--- src/rtl/param_edge_shift_register.sv ---
// WIDTH-bit storage element with selectable capture edge: hold, load, shift,
// rotate and modulo up/down count, with true/complement outputs and a wrap pulse.
module param_edge_shift_register #(
    parameter int              WIDTH    = 8,
    parameter bit              NEG_EDGE = 1'b1,
    parameter logic [WIDTH-1:0] RST_VAL = '0
) (
    input  logic             clk,
    input  logic             rst,
    input  logic             en,
    input  logic [2:0]       mode,
    input  logic [WIDTH-1:0] d,
    input  logic             sin_r,
    input  logic             sin_l,
    output logic [WIDTH-1:0] q,
    output logic [WIDTH-1:0] qb,
    output logic             ovf
);

    typedef enum logic [2:0] {
        MODE_HOLD  = 3'b000,
        MODE_LOAD  = 3'b001,
        MODE_SHR   = 3'b010,
        MODE_SHL   = 3'b011,
        MODE_ROR   = 3'b100,
        MODE_ROL   = 3'b101,
        MODE_UP    = 3'b110,
        MODE_DOWN  = 3'b111
    } mode_t;

    mode_t            op;
    logic [WIDTH-1:0] q_next;
    logic             ovf_next;

    assign op = mode_t'(mode);
    assign qb = ~q;

    always_comb begin
        q_next   = q;
        ovf_next = 1'b0;
        if (en) begin
            case (op)
                MODE_HOLD: q_next = q;
                MODE_LOAD: q_next = d;
                MODE_SHR:  q_next = {sin_r, q[WIDTH-1:1]};
                MODE_SHL:  q_next = {q[WIDTH-2:0], sin_l};
                MODE_ROR:  q_next = {q[0], q[WIDTH-1:1]};
                MODE_ROL:  q_next = {q[WIDTH-2:0], q[WIDTH-1]};
                MODE_UP: begin
                    q_next   = q + WIDTH'(1);
                    ovf_next = &q;
                end
                MODE_DOWN: begin
                    q_next   = q - WIDTH'(1);
                    ovf_next = ~|q;
                end
                default: q_next = q;
            endcase
        end
    end

    // Only one branch elaborates, so q/ovf have a single driver on the chosen edge.
    if (NEG_EDGE) begin : g_neg
        always_ff @(negedge clk or posedge rst) begin
            if (rst) begin
                q   <= RST_VAL;
                ovf <= 1'b0;
            end else begin
                q   <= q_next;
                ovf <= ovf_next;
            end
        end
    end else begin : g_pos
        always_ff @(posedge clk or posedge rst) begin
            if (rst) begin
                q   <= RST_VAL;
                ovf <= 1'b0;
            end else begin
                q   <= q_next;
                ovf <= ovf_next;
            end
        end
    end

endmodule

--- config.mk ---
export PLATFORM = sky130hd
export DESIGN_NAME = param_edge_shift_register
export DESIGN_NICKNAME = d
export VERILOG_FILES = /design/src/rtl/param_edge_shift_register.sv
export SDC_FILE = /design/constraint.sdc
export NUM_CORES = 1
export LEC_CHECK = 0
export CAP_MARGIN = 25
export CORE_MARGIN = 1
export CORE_UTILIZATION = 41
export CTS_CLUSTER_DIAMETER = 50
export DETAILED_ROUTE_END_ITERATION = 6
export PLACE_DENSITY = 0.75
export SLEW_MARGIN = 0
export SYNTH_ARGS = -nofsm -noshare
export SYNTH_HDL_FRONTEND = slang
export SYNTH_SLANG_ARGS = --single-unit
--- constraint.sdc ---
create_clock -name clk -period 1.7 [get_ports clk]
set_input_delay 0.34 -clock clk [delete_from_list [all_inputs] [get_ports clk]]
set_output_delay 0.34 -clock clk [all_outputs]
set_load 0.02 [all_outputs]
==> impl_metrics.csv, run 1 <==
group,metric,value,unit
clocking,cts_tree,"yes",
detailed_routing,drt_first_pass_iters,4,
floorplanning,core_area,2280,um^2
yosys,syn_nets,163,
yosys,synth_top_area_share,22.1,%
yosys,ys_types,43,
cells_and_area,fillers,96,
setup_path,cp.arrival,1.97,ns
setup_path,rr_worst_depth,11,
sta,tightestPinTransition,0.403,ns
min_path,hold_class,"flop to flop",
global_route,grt_max_degree,25,
detailed_routing,drc,0,
yosys,synth_common_cells,"nor2_1 (21), a21oi_1 (13), o21ai_0 (12), inv_1 (10), dfrtn_1 (9)",
run,maxCapViolCount,0,
sta,finalHoldViolCount,0,
sta,tns,-13.68,ns
power_and_ir_drop,vdd_drop_max,1.01,mV
detailed_routing,initialDrtViolationCount,105,
sta,rsz0062_at_grt,"true",
sta,fin_ws,-1.00,ns
place,placed_cells,223,
yosys,synth_top_cell_by_area,"dfrtn_1",
clocking,path_clk_slew,0.05,ns
clocking,cts-buffers-inserted,3,
place,place_congestion,0.912,
setup_path,crit_type,"input pin to flop",
global_route,grt_antenna_before_repair,0,
clocking,cts.htree.levels,1,
run_status,status,"finished with violations",
setup_path,crit_start,"mode[2]",
cells_and_area,layout.nets,253,
sta,final.setup_skew,0.00569,ns
detailed_routing,via_per_inst,6.30,
sta,slew_headroom,73.0,%
floorplanning,start_util,44.8,%
floorplanning,die_area,2690,um^2
yosys,syn-mean-instance-area,6.98,um^2
setup_path,worstSetupEndpointType,"flop",
floorplanning,fp.dieH,51.9,um
cells_and_area,n_antenna_cell,0,
clocking,worst_skew_pair.late_latency,0.28,ns
global_route,grt_pass1_wl,7.49,mm
power_and_ir_drop,power_density,852,nW/um^2
cells_and_area,area_growth,103,%
detailed_routing,wl,5.48,mm
yosys,synthFlopType,"dfrtn_1",
floorplanning,rows,17,
setup_path,start_kind,"input pin",
setup_path,r2r-end,"q[2]",
global_route,first_global_vias,1549,
run_status,violations,"negative setup slack",
yosys,syn_area,1020,um^2
yosys,netlist_instances,146,
setup_path,reg2reg_slack,-0.47,ns
clocking,clock_sinks,9,
yosys,synth-edff-count,0,
setup_path,endpoint,"q[2]",
cells_and_area,drive_above_1_share,51.1,%
clocking,cts_max_path_buffers,2,
detailed_routing,via_count,1658,
yosys,seq_area_frac_synth,22.1,%
place,io_buffers,32,
yosys,synth.most_common_cell,"nor2_1",
clocking,clock-root-buffer,"clkbuf_4",
yosys,yosysWarningCount,0,
sta,setup_violations,26,
place,dp_hpwl,2.58,mm
yosys,async_reset_ff_share,100,%
yosys,ys_seq_elements,9,
power_and_ir_drop,p_leak,0.000943,uW
sta,drv_slew,0,
setup_path,cp_max_fo,4,
global_route,gr-total-overflow,0,
setup_path,required,0.97,ns
cells_and_area,fin_cells,263,
floorplanning,io-pin-count,33,
global_route,grt_usage,38.1,%
setup_path,reg2reg_from,"q[1]",
yosys,synthTopCellsByArea,"dfrtn_1 (22%), nor2_1 (7.7%), mux2i_1 (6.9%), a21oi_1 (6.4%), o21ai_0 (5.9%)",
detailed_routing,wire_per_inst,20.8,um
floorplanning,die_x,51.9,um
detailed_routing,drtAntennaViolNets,0,
[critical path, cell delays in order]
cell and delay, ns:
buf_6 0.07, and2_4 0.16, nand2_4 0.08, xnor2_4 0.14
ha_4 0.17, buf_4 0.13, buf_6 0.12, or3b_4 0.37
o21ai_2 0.07, nor2_1 0.06, o21ai_1 0.15, o21ai_1 0.11
[layer usage]
metal | share of wire, % | routed length, um | track usage [%]
met1 | 36 | 1990 | 46.4
met2 | 46 | 2540 | 64.1
met5 | 0 | 0 | 0
met4 | 7.6 | 419 | 17.6
met3 | 9.7 | 533 | 6.73
[kinds of logic after synthesis]
kind of cell             synth area share (%)
adder cells (fa/ha/maj)                  1.23
AO/OA/AOI/OAI                            31.3
XOR/XNOR                                 1.72
buffers and inverters                    12.0
flip-flops                               22.1
AND/OR/NAND/NOR                          24.8
multiplexers                             6.87
[placed cells by master, fill, tap and decap left out, types with 2 or more instances in the layout]
master,n
o32a_1,2
a21oi_1,12
mux2i_1,6
o21ai_0,5
a31oi_1,4
clkbuf_4,3
o21ai_1,7
inv_1,2
nor2_1,19
buf_8,3
buf_4,52
or3_1,2
nand2_1,7
a211oi_1,5
dfrtn_1,9
nand3_1,3
nor3_1,3
inv_2,6
or2_4,2
clkdlybuf4s50_1,11
nand2b_1,2
buf_12,2
buf_6,32
[final cells by class]
| type | count | area, um^2 | share of cell area (%) |
|---|---|---|---|
| Timing Repair Buffer | 101 | 955 | 46.0 |
| Multi-Input combinational cell | 111 | 790 | 38.1 |
| Sequential cell | 9 | 225 | 10.9 |
| Inverter | 10 | 43.8 | 2.11 |
| Tap cell | 28 | 35.0 | 1.69 |
| Clock buffer | 4 | 26.3 | 1.27 |
[repair_timing]
item,in CTS,in global routing
pin swaps,17,17
hold buffers,0,0
resized for setup,144,22
setup endpoints to repair,26,26
hold endpoints to repair,0,0
gates cloned,0,0
buffers inserted,26,13
[worst min path at each step]
stage               start    to  slack (ns)  cells after the start
detailed placement   q[3]  q[3]        0.63                      2
CTS                  q[6]  q[6]        0.66                      3
finish               q[7]   ovf        0.70                      4
global route         q[3]  q[3]        0.72                      3
floorplan            q[2]  q[2]        0.73                      3
global placement     q[3]  q[3]        0.59                      2
[flip-flops by register name, indices dropped and copies added (netlist names)]
register  count
q             8
ovf           1
[report_power, final]
group,internal (uW),total [uW],switching [uW]
registers,257,301,44.3
clock network,91.1,179,88.3
logic,665,1290,622
[stage by stage]
stage	util, %	instance area, um^2	worst slack [ns]	hold slack, ns	total power (uW)
after floorplan	-	1100	-1.27	0.731	777
after global placement	69.3	1580	-1.56	0.590	1150
after detailed placement	69.3	1580	-1.63	0.635	1170
after CTS	82.9	1890	-0.921	0.662	1530
after global routing	91.1	2070	-1.12	0.723	1830
final	91.1	2070	-1.00	0.701	1770
Power figures use the tool's default switching activity.
==> inputs of run 2 (changes only) <==
- CORE_UTILIZATION: 41 -> 40
- PLACE_DENSITY: 0.75 -> 0.74
==> impl_metrics.csv, run 2 (same netlist as run 1, synthesis figures left out) <==
group,metric,value,unit
sta,slew_headroom,71.0,%
detailed_routing,wire_per_inst,18.7,um
place,io_buffers,32,
setup_path,required,0.97,ns
power_and_ir_drop,vdd_drop_max,0.747,mV
detailed_routing,via_per_inst,6.09,
sta,final.setup_skew,0.00199,ns
global_route,grt_max_degree,25,
sta,tightestPinTransition,0.433,ns
sta,drv_slew,0,
clocking,path_clk_slew,0.06,ns
floorplanning,io-pin-count,33,
detailed_routing,wl,4.55,mm
place,placed_cells,220,
global_route,grt_usage,31.7,%
setup_path,start_kind,"input pin",
cells_and_area,largest_registers,"q (8), ovf (1)",
cells_and_area,layout.nets,233,
min_path,min_path_cells,3,
cells_and_area,fillers,133,
cells_and_area,layout.cells.most_common_list,"buf_4 (34), buf_6 (30), nor2_1 (20), a21oi_1 (12), clkdlybuf4s50_1 (11)",
power_and_ir_drop,p_leak,0.000837,uW
clocking,worst_skew_pair.late_latency,0.30,ns
setup_path,reg2reg_slack,-0.64,ns
global_route,gr-total-overflow,0,
sta,setup_violations,26,
cells_and_area,area_growth,87.4,%
detailed_routing,drt_first_pass_iters,4,
clocking,cts-buffers-inserted,3,
detailed_routing,drtAntennaViolNets,0,
floorplanning,die_area,2760,um^2
cells_and_area,largest_register_ffs,8,
setup_path,rr_worst_depth,9,
cells_and_area,fin_cells,243,
clocking,cts_tree,"yes",
global_route,grt_antenna_before_repair,0,
clocking,clock_sinks,9,
floorplanning,core_area,2300,um^2
setup_path,cp.depth,10,
detailed_routing,initialDrtViolationCount,113,
floorplanning,die_x,52.5,um
floorplanning,rows,17,
clocking,cts_hold_buf,0,
place,dp_hpwl,2.50,mm
global_route,first_global_vias,1399,
clocking,cts_max_path_buffers,2,
setup_path,cp.arrival,2.09,ns
sta,fin_ws,-1.12,ns
sta,rsz0062_at_grt,"true",
place,place_congestion,0.879,
cells_and_area,finish.utilization,83.2,%
cells_and_area,drive_above_1_share,46.5,%
setup_path,crit_chain,"buf_6, and2_4, nand2_4, xnor2_4, ha_4, or4b_4, nor2_1, nor3_1, o21ai_0, o21ai_1",
run,maxCapViolCount,0,
cells_and_area,regMostFlops,"q",
clocking,cts.htree.levels,1,
floorplanning,start_util,44.4,%
setup_path,slowest_stage,"or4b_4",
detailed_routing,via_count,1481,
setup_path,worst-path-buf-inv,1,
floorplanning,fp.dieH,52.5,um
power_and_ir_drop,power_density,854,nW/um^2
cells_and_area,layout_commonest_cell,"buf_4",
setup_path,cp_max_fo,2,
cells_and_area,n_antenna_cell,0,
place,place_ws,-1.68,ns
run_status,violations,"negative setup slack",
global_route,grt_pass1_wl,6.35,mm
detailed_routing,drc,0,
setup_path,cpPeakStageDelay,0.50,ns
run_status,status,"finished with violations",
clocking,clock-root-buffer,"clkbuf_4",
min_path,hold_class,"flop to flop",
setup_path,crit_type,"input pin to flop",
setup_path,worstSetupEndpointType,"flop",
sta,finalHoldViolCount,0,
setup_path,critPathTopFamily,"simple AND/OR/NAND/NOR gates",
## run 2: tightest hold or removal path, cell delays in order, from the launching register on
cell	delay (ns)
dfrtn_1	0.37
inv_2	0.07
buf_4	0.10
a21oi_1	0.05
## run 2: power breakdown
group	switching, uW	internal (uW)
Combinational	562	568
Sequential	39.1	257
Clock	114	91.6
## run 2: metrics by stage
stage	total power, uW	area [um^2]	setup TNS, ns	hold WS (ns)
after floorplan	777	1100	-9.04	0.731
after global placement	1130	1560	-20.46	0.637
after detailed placement	1140	1560	-20.94	0.652
after CTS	1470	1760	-12.87	0.647
after global routing	1710	1910	-14.33	0.715
final	1630	1910	-13.69	0.670
## run 2: final timing paths
kind	start	end
max reg2reg	q[1]	q[4]
min reg2reg	q[1]	q[1]
max	mode[2]	q[4]
max in group asynchronous	rst	q[5]
min	q[1]	q[1]
min in group asynchronous	rst	q[4]
## run 2: area by class of cell
class | count | area (um^2) | share of cell area (%)
clock buffers | 4 | 26.3 | 1.38
multi-input cells | 111 | 791 | 41.4
repair buffers | 81 | 787 | 41.2
inverters | 10 | 46.3 | 2.42
flip-flops and latches | 9 | 225 | 11.8
well taps | 28 | 35.0 | 1.83
## run 2: routing by layer
metal,up-vias,global-route usage [%],routed length [um]
met5,-,0,0
met3,27,5.80,418
li1,663,-,-
met2,94,52.7,2130
met4,0,16.7,228
met1,697,38.2,1770
## run 2: what timing repair did
item	4_1_cts	5_1_grt
pin swaps	13	13
cloned	0	0
setup buffers	15	5
endpoints found under the setup margin	26	26
resized for setup	137	23
